File: src/rtl/pio_bank_pkg.sv
// Shared address map, edge-mode encoding and byte-lane helper for the Avalon-MM PIO bank.
package pio_bank_pkg;

  localparam int OUT_BASE  = 0;
  localparam int IN_BASE   = 16;
  localparam int IN_STRIDE = 4;

  localparam int OFF_DATA = 0;
  localparam int OFF_MASK = 1;
  localparam int OFF_EDGE = 2;
  localparam int OFF_MODE = 3;

  typedef enum logic [1:0] {
    EDGE_RISE = 2'b00,
    EDGE_FALL = 2'b01,
    EDGE_BOTH = 2'b10,
    EDGE_OFF  = 2'b11
  } edge_mode_e;

  // Expands the four Avalon byte enables into a 32-bit bit mask.
  function automatic logic [31:0] lane_mask(input logic [3:0] be);
    return {{8{be[3]}}, {8{be[2]}}, {8{be[1]}}, {8{be[0]}}};
  endfunction

endpackage

File: src/rtl/pio_in_channel.sv
// One input channel: synchroniser, optional debouncer (PIO_BANK_DEBOUNCE_EN), prime flag,
// edge capture and the channel's MASK / EDGE / MODE registers.
module pio_in_channel
  import pio_bank_pkg::*;
#(
  parameter int DATA_W          = 32,
  parameter int DEBOUNCE_CYCLES = 62500
) (
  input  logic              clk,
  input  logic              reset,
  input  logic [DATA_W-1:0] pin,
  input  logic              mask_we,
  input  logic              edge_w1c,
  input  logic              mode_we,
  input  logic [DATA_W-1:0] wdata,
  input  logic [DATA_W-1:0] wmask,
  input  logic [1:0]        mode_wdata,
  output logic [DATA_W-1:0] data,
  output logic [DATA_W-1:0] mask,
  output logic [DATA_W-1:0] edge_flags,
  output logic [1:0]        mode,
  output logic              irq_req
);

  logic [DATA_W-1:0] sync1_q, sync2_q, prev_q, mask_q, edge_q;
  logic [DATA_W-1:0] clean, rise, fall, hit, clr;
  logic [1:0]        fill_q;
  logic              primed_q, prime_now;
  edge_mode_e        mode_q;

  // The prime sample waits until the synchroniser holds a real pin value, not its reset zeros.
  assign prime_now = fill_q[1] & ~primed_q;

  always_ff @(posedge clk or posedge reset) begin
    if (reset) begin
      sync1_q  <= '0;
      sync2_q  <= '0;
      fill_q   <= '0;
      primed_q <= 1'b0;
    end else begin
      sync1_q  <= pin;
      sync2_q  <= sync1_q;
      fill_q   <= {fill_q[0], 1'b1};
      primed_q <= primed_q | fill_q[1];
    end
  end

`ifdef PIO_BANK_DEBOUNCE_EN
  localparam int CNT_W = $clog2(DEBOUNCE_CYCLES + 1);

  logic [DATA_W-1:0] clean_q;
  logic [CNT_W-1:0]  cnt_q [DATA_W];

  always_ff @(posedge clk or posedge reset) begin
    if (reset) begin
      clean_q <= '0;
      for (int i = 0; i < DATA_W; i++) cnt_q[i] <= '0;
    end else if (prime_now) begin
      clean_q <= sync2_q;
      for (int i = 0; i < DATA_W; i++) cnt_q[i] <= '0;
    end else if (primed_q) begin
      for (int i = 0; i < DATA_W; i++) begin
        if (sync2_q[i] == clean_q[i]) begin
          cnt_q[i] <= '0;
        end else if (cnt_q[i] == CNT_W'(DEBOUNCE_CYCLES - 1)) begin
          clean_q[i] <= sync2_q[i];
          cnt_q[i]   <= '0;
        end else begin
          cnt_q[i] <= cnt_q[i] + 1'b1;
        end
      end
    end
  end

  assign clean = clean_q;
  assign data  = clean_q;
`else
  assign clean = sync2_q;
  assign data  = prev_q;
`endif

  assign rise = clean & ~prev_q;
  assign fall = ~clean & prev_q;

  always_comb begin
    hit = '0;
    if (primed_q) begin
      case (mode_q)
        EDGE_RISE: hit = rise;
        EDGE_FALL: hit = fall;
        EDGE_BOTH: hit = rise | fall;
        default:   hit = '0;
      endcase
    end
  end

  assign clr = edge_w1c ? (wdata & wmask) : '0;

  // A new edge is OR-ed in after the clear, so it wins over a simultaneous W1C.
  always_ff @(posedge clk or posedge reset) begin
    if (reset) begin
      prev_q <= '0;
      edge_q <= '0;
      mask_q <= '0;
      mode_q <= EDGE_RISE;
    end else begin
      if (prime_now) begin
        prev_q <= sync2_q;
      end else if (primed_q) begin
        prev_q <= clean;
      end
      edge_q <= (edge_q & ~clr) | hit;
      if (mask_we) mask_q <= (mask_q & ~wmask) | (wdata & wmask);
      if (mode_we) mode_q <= edge_mode_e'(mode_wdata);
    end
  end

  assign mask       = mask_q;
  assign edge_flags = edge_q;
  assign mode       = mode_q;
  assign irq_req    = |(edge_q & mask_q);

endmodule

File: src/rtl/avmm_pio_bank.sv
// Avalon-MM PIO bank top: address decode, output registers, readback mux and registered irq.
// Input debouncing is enabled by defining PIO_BANK_DEBOUNCE_EN.
module avmm_pio_bank
  import pio_bank_pkg::*;
#(
  parameter int          NUM_OUT         = 6,
  parameter int          NUM_IN          = 2,
  parameter int          DATA_W          = 32,
  parameter int          ADDR_W          = 6,
  parameter logic [31:0] OUT_RESET_VAL   = 32'h0,
  parameter int          DEBOUNCE_CYCLES = 62500
) (
  input  logic                      clk,
  input  logic                      reset,
  input  logic [ADDR_W-1:0]         avs_address,
  input  logic                      avs_read,
  input  logic                      avs_write,
  input  logic [31:0]               avs_writedata,
  input  logic [3:0]                avs_byteenable,
  output logic [31:0]               avs_readdata,
  output logic                      irq,
  output logic [NUM_OUT*DATA_W-1:0] pio_out,
  input  logic [NUM_IN*DATA_W-1:0]  pio_in
);

  localparam logic [31:0] RST_WORD = OUT_RESET_VAL;

  logic [31:0]       be_mask;
  logic [DATA_W-1:0] wmask, wdata;
  logic [DATA_W-1:0] out_q [NUM_OUT];
  logic [31:0]       rd_mux;

  logic [NUM_IN-1:0][DATA_W-1:0] ch_data, ch_mask, ch_edge;
  logic [NUM_IN-1:0][1:0]        ch_mode;
  logic [NUM_IN-1:0]             ch_irq;

  assign be_mask = lane_mask(avs_byteenable);
  assign wmask   = be_mask[DATA_W-1:0];
  assign wdata   = avs_writedata[DATA_W-1:0];

  genvar c;
  generate
    for (c = 0; c < NUM_IN; c++) begin : g_in
      localparam int BASE = IN_BASE + IN_STRIDE * c;

      pio_in_channel #(
        .DATA_W         (DATA_W),
        .DEBOUNCE_CYCLES(DEBOUNCE_CYCLES)
      ) u_ch (
        .clk       (clk),
        .reset     (reset),
        .pin       (pio_in[c*DATA_W +: DATA_W]),
        .mask_we   (avs_write && (avs_address == ADDR_W'(BASE + OFF_MASK))),
        .edge_w1c  (avs_write && (avs_address == ADDR_W'(BASE + OFF_EDGE))),
        .mode_we   (avs_write && avs_byteenable[0] && (avs_address == ADDR_W'(BASE + OFF_MODE))),
        .wdata     (wdata),
        .wmask     (wmask),
        .mode_wdata(avs_writedata[1:0]),
        .data      (ch_data[c]),
        .mask      (ch_mask[c]),
        .edge_flags(ch_edge[c]),
        .mode      (ch_mode[c]),
        .irq_req   (ch_irq[c])
      );
    end

    for (c = 0; c < NUM_OUT; c++) begin : g_out
      assign pio_out[c*DATA_W +: DATA_W] = out_q[c];
    end
  endgenerate

  always_ff @(posedge clk or posedge reset) begin
    if (reset) begin
      for (int k = 0; k < NUM_OUT; k++) out_q[k] <= RST_WORD[DATA_W-1:0];
    end else if (avs_write) begin
      for (int k = 0; k < NUM_OUT; k++) begin
        if (avs_address == ADDR_W'(OUT_BASE + k)) begin
          out_q[k] <= (out_q[k] & ~wmask) | (wdata & wmask);
        end
      end
    end
  end

  // Anything not matched below, including absent channels, reads back as zero.
  always_comb begin
    rd_mux = '0;
    for (int k = 0; k < NUM_OUT; k++) begin
      if (avs_address == ADDR_W'(OUT_BASE + k)) rd_mux = 32'(out_q[k]);
    end
    for (int n = 0; n < NUM_IN; n++) begin
      if (avs_address == ADDR_W'(IN_BASE + IN_STRIDE * n + OFF_DATA)) rd_mux = 32'(ch_data[n]);
      if (avs_address == ADDR_W'(IN_BASE + IN_STRIDE * n + OFF_MASK)) rd_mux = 32'(ch_mask[n]);
      if (avs_address == ADDR_W'(IN_BASE + IN_STRIDE * n + OFF_EDGE)) rd_mux = 32'(ch_edge[n]);
      if (avs_address == ADDR_W'(IN_BASE + IN_STRIDE * n + OFF_MODE)) rd_mux = 32'(ch_mode[n]);
    end
  end

  always_ff @(posedge clk or posedge reset) begin
    if (reset) begin
      avs_readdata <= '0;
      irq          <= 1'b0;
    end else begin
      irq <= |ch_irq;
      if (avs_read) avs_readdata <= rd_mux;
    end
  end

endmodule

File: config.mk
export PLATFORM = sky130hd
export DESIGN_NAME = avmm_pio_bank
export DESIGN_NICKNAME = d
export VERILOG_FILES = /design/src/rtl/pio_bank_pkg.sv /design/src/rtl/pio_in_channel.sv /design/src/rtl/avmm_pio_bank.sv
export SDC_FILE = /design/constraint.sdc
export NUM_CORES = 1
export LEC_CHECK = 0
export BUFFER_PORTS_ARGS = -buffer_cell sky130_fd_sc_hd__buf_4
export CAP_MARGIN = 20
export CORE_MARGIN = 2
export CORE_UTILIZATION = 40
export CTS_CLUSTER_DIAMETER = 120
export CTS_CLUSTER_SIZE = 12
export DETAILED_ROUTE_END_ITERATION = 8
export GPL_TIMING_DRIVEN = 0
export SYNTH_ARGS = -nofsm -noshare
export SYNTH_HDL_FRONTEND = slang
export SYNTH_SLANG_ARGS = --single-unit
File: constraint.sdc
create_clock -name clk -period 22.8 [get_ports clk]
set_clock_uncertainty 0.05 [all_clocks]
set_input_delay 3.42 -clock clk [delete_from_list [all_inputs] [get_ports clk]]
set_output_delay 3.42 -clock clk [all_outputs]
set_load 0.01 [all_outputs]
==> flow_metrics.tcl <==
set metrics [dict create \
    status "finished clean" \
    cts_hold_buf 0 \
    startpoint_type "input pin" \
    post-route-drc-count 0 \
    fin_crit_sh_pct 25.4 \
    synth.distinct_cells 52 \
    grt_pass1_wl_mm 145 \
    antenna_found_initial 4 \
    required_ns 23.20 \
    reg2reg_depth 6 \
    drt_iter0_drc 2162 \
    grt_max_degree 122 \
    finalSetupViolations 0 \
    post_cts_buffers 0 \
    die-area_um2 67700 \
    wl_met2_mm 46.9 \
    clk_latency_ns 0.63 \
    synth_fp_nets 2628 \
    ys_seq_area_share_pct 52.7 \
    r2r-end "g_in[0].u_ch.edge_flags[2]$_DFF_PP0_" \
    r2r_slack_ns 20.29 \
    p_leak_nw 14.7 \
    numPortBuffers 299 \
    hpwl_mm 75.5 \
    drv_cap 0 \
    worstPathCellList "buf_4, buf_2, nor2_1, clkbuf_1, clkbuf_1, nand3_1, nand4_1, a2111oi_0, o21ai_1" \
    top_layer "met5" \
    maxSlewViolCount 0 \
    gp_routability_congestion 0.965 \
    cts-resized-gates 0 \
    rows 93 \
    fp.dieW_um 260 \
    synthCells 2390 \
    wl_per_cell_um 27.3 \
    hold_class "flip-flop to flip-flop" \
    wl_met1_mm 40.2 \
    via_per_inst 5.90 \
    period_needed_ns 5.79 \
    synth-edff-count 0 \
    powerDensity_nw_per_um2 69.6 \
    cp-endpoint "avs_readdata[2]$_DFFE_PP0P_" \
    final_common_cell "dfrtp_1" \
    finalInstanceArea_um2 31100 \
    avgSynthCellArea_um2 11.0 \
    dp.cells 3554 \
    synth_area_um2 26300 \
    core_area_um2 64700 \
    clock-sinks 553 \
    crit_start "avs_address[0]" \
    crit_type "input pin to flip-flop" \
    hold_viol 0 \
    synth-seq-cells 553 \
    critPathArrivalTime_ns 6.19 \
    worstMarginPinSlew_ns 1.22 \
    crit_top_cell "clkbuf_1" \
    postRouteAntennaNets 0 \
    endpoint_kind "flip-flop" \
    max_freq_ghz 0.173 \
    cts.path.max_buffers 3 \
    slew_headroom_pct 16.6 \
    report.power.total_mw 2.16 \
    numCtsBuffers 52 \
    nets 2991 \
    ios 335 \
    rsz0062_at_grt "no" \
    track_usage_pct 29.1 \
    placed_cell_area_um2 29700 \
    synth.yosys.warnings 0 \
    r2r_start "g_in[0].u_ch.mode[1]$_DFFE_PP0P_" \
    finalWirelength_mm 98.5 \
    routed-wl-met3_mm 7.17 \
    slowest_delay_ns 1.03 \
    overflow 0 \
    vias 21331 \
    slowest_stage "a2111oi_0" \
    ys.flop_type "dfrtp_1" \
    worstPathMaxFanout 10 \
    grt_pass1_vias 21742 \
    cts_root_buffer "clkbuf_16" \
    final_cells 3615 \
    cts_tree "yes" \
    syn_to_final_growth_pct 18.4 \
    layout-drive-gt1-share_pct 16.4 \
    dr.pass1.iters 7 \
    htree_levels 2 \
    clkTransAtPathRegs_ns 0.06 \
    die_y_um 260 \
    async_reset_ff_share_pct 100 \
    start_util_pct 40.6 \
    layout_common_cells "dfrtp_1, buf_4, nand2_1" \
    vdd_drop_max_uv 53.8 \
]
-- critical path, delay by kind of cell --
kind	cells	cell delay, ns
AOI/OAI and AO/OA	2	1.14
buffers and inverters	4	1.12
and+or+nand+nor	3	0.48
-- cells in the mapped netlist (all sizes together) (29+ instances only) --
cell type  instances  share of area, %
dfrtp            553                53
nand2            292               4.2
mux2             263                11
o21ai            200               3.8
inv              146               2.1
nand3            133               2.8
clkbuf           131               1.9
ha               128               6.1
a22o              81               2.7
nor2              60               1.4
buf               44              0.90
and3              34              0.81
nand4             34              0.81
a21oi             32              0.61
nor2b             32              0.76
o221ai            31               1.0
a2111oi           30               1.0
o31ai             30              0.86
a221o             29               1.1
nor3              29              0.55
-- layout make-up --
class / count / area [µm²]
timing repair buffer: 309 / 2380
buffer: 175 / 728
tap: 855 / 1070
inverter: 146 / 556
antenna: 4 / 10.0
sequential: 553 / 13800
clock buffer: 53 / 1310
multi-input combinational: 1516 / 11100
fill: 5984 / 33600
clock inverter: 4 / 56.3
-- layer usage --
metal  vias up  global-route usage (%)
li1       9180                       -
met1     10993                    38.4
met2       946                    47.3
met3       208                    5.13
met4         4                    11.8
met5         -                       0
-- cells by family after synthesis --
| kind of cell | Yosys count | share of synthesized area (%) |
|---|---|---|
| DFF | 553 | 52.7 |
| and+or+nand+nor | 633 | 12.1 |
| adders and majority gates | 128 | 6.10 |
| buffers and inverters | 321 | 4.86 |
| muxes | 275 | 11.8 |
| AOI/OAI and AO/OA | 479 | 12.5 |
| other | 1 | 0.0143 |
-- power breakdown --
group          internal, mW  switching [mW]  total (mW)  leakage [nW]
clock                 0.405           0.386       0.791         0.669
combinational         0.109           0.163       0.272          7.24
sequential             1.04          0.0614        1.10          6.83
total                  1.55           0.610        2.16          14.7
-- stage by stage --
| step | utilization, % | setup WS [ns] | TNS [ns] | hold WS (ns) |
|---|---|---|---|---|
| 2_1_floorplan | - | 3.87 | 0 | 0.281 |
| 3_3_place_gp | 45.7 | -2.53 | -1355.33 | 0.283 |
| 3_5_place_dp | 45.9 | 16.46 | 0 | 0.285 |
| 4_1_cts | 48.0 | 17.10 | 0 | 0.290 |
| 5_1_grt | 48.0 | 17.01 | 0 | 0.304 |
| 6_report | 48.0 | 17.01 | 0 | 0.288 |
-- worst min-delay path by stage --
stage / from / end / slack, ns / depth (start not counted)
after floorplan: g_in[0].u_ch.sync1_q[0]$_DFF_PP0_ / g_in[0].u_ch.clean[0]$_DFF_PP0_ / 0.28 / 0
after global placement: g_in[1].u_ch.fill_q[0]$_DFF_PP0_ / g_in[0].u_ch.fill_q[1]$_DFF_PP0_ / 0.28 / 0
after detailed placement: g_in[0].u_ch.sync1_q[3]$_DFF_PP0_ / g_in[0].u_ch.clean[3]$_DFF_PP0_ / 0.28 / 0
after CTS: g_in[0].u_ch.sync1_q[3]$_DFF_PP0_ / g_in[0].u_ch.clean[3]$_DFF_PP0_ / 0.29 / 0
after global routing: g_in[0].u_ch.sync1_q[2]$_DFF_PP0_ / g_in[0].u_ch.clean[2]$_DFF_PP0_ / 0.30 / 0
final: g_in[1].u_ch.sync1_q[29]$_DFF_PP0_ / g_in[1].u_ch.clean[29]$_DFF_PP0_ / 0.29 / 0
(Power assumes the default switching activity.)
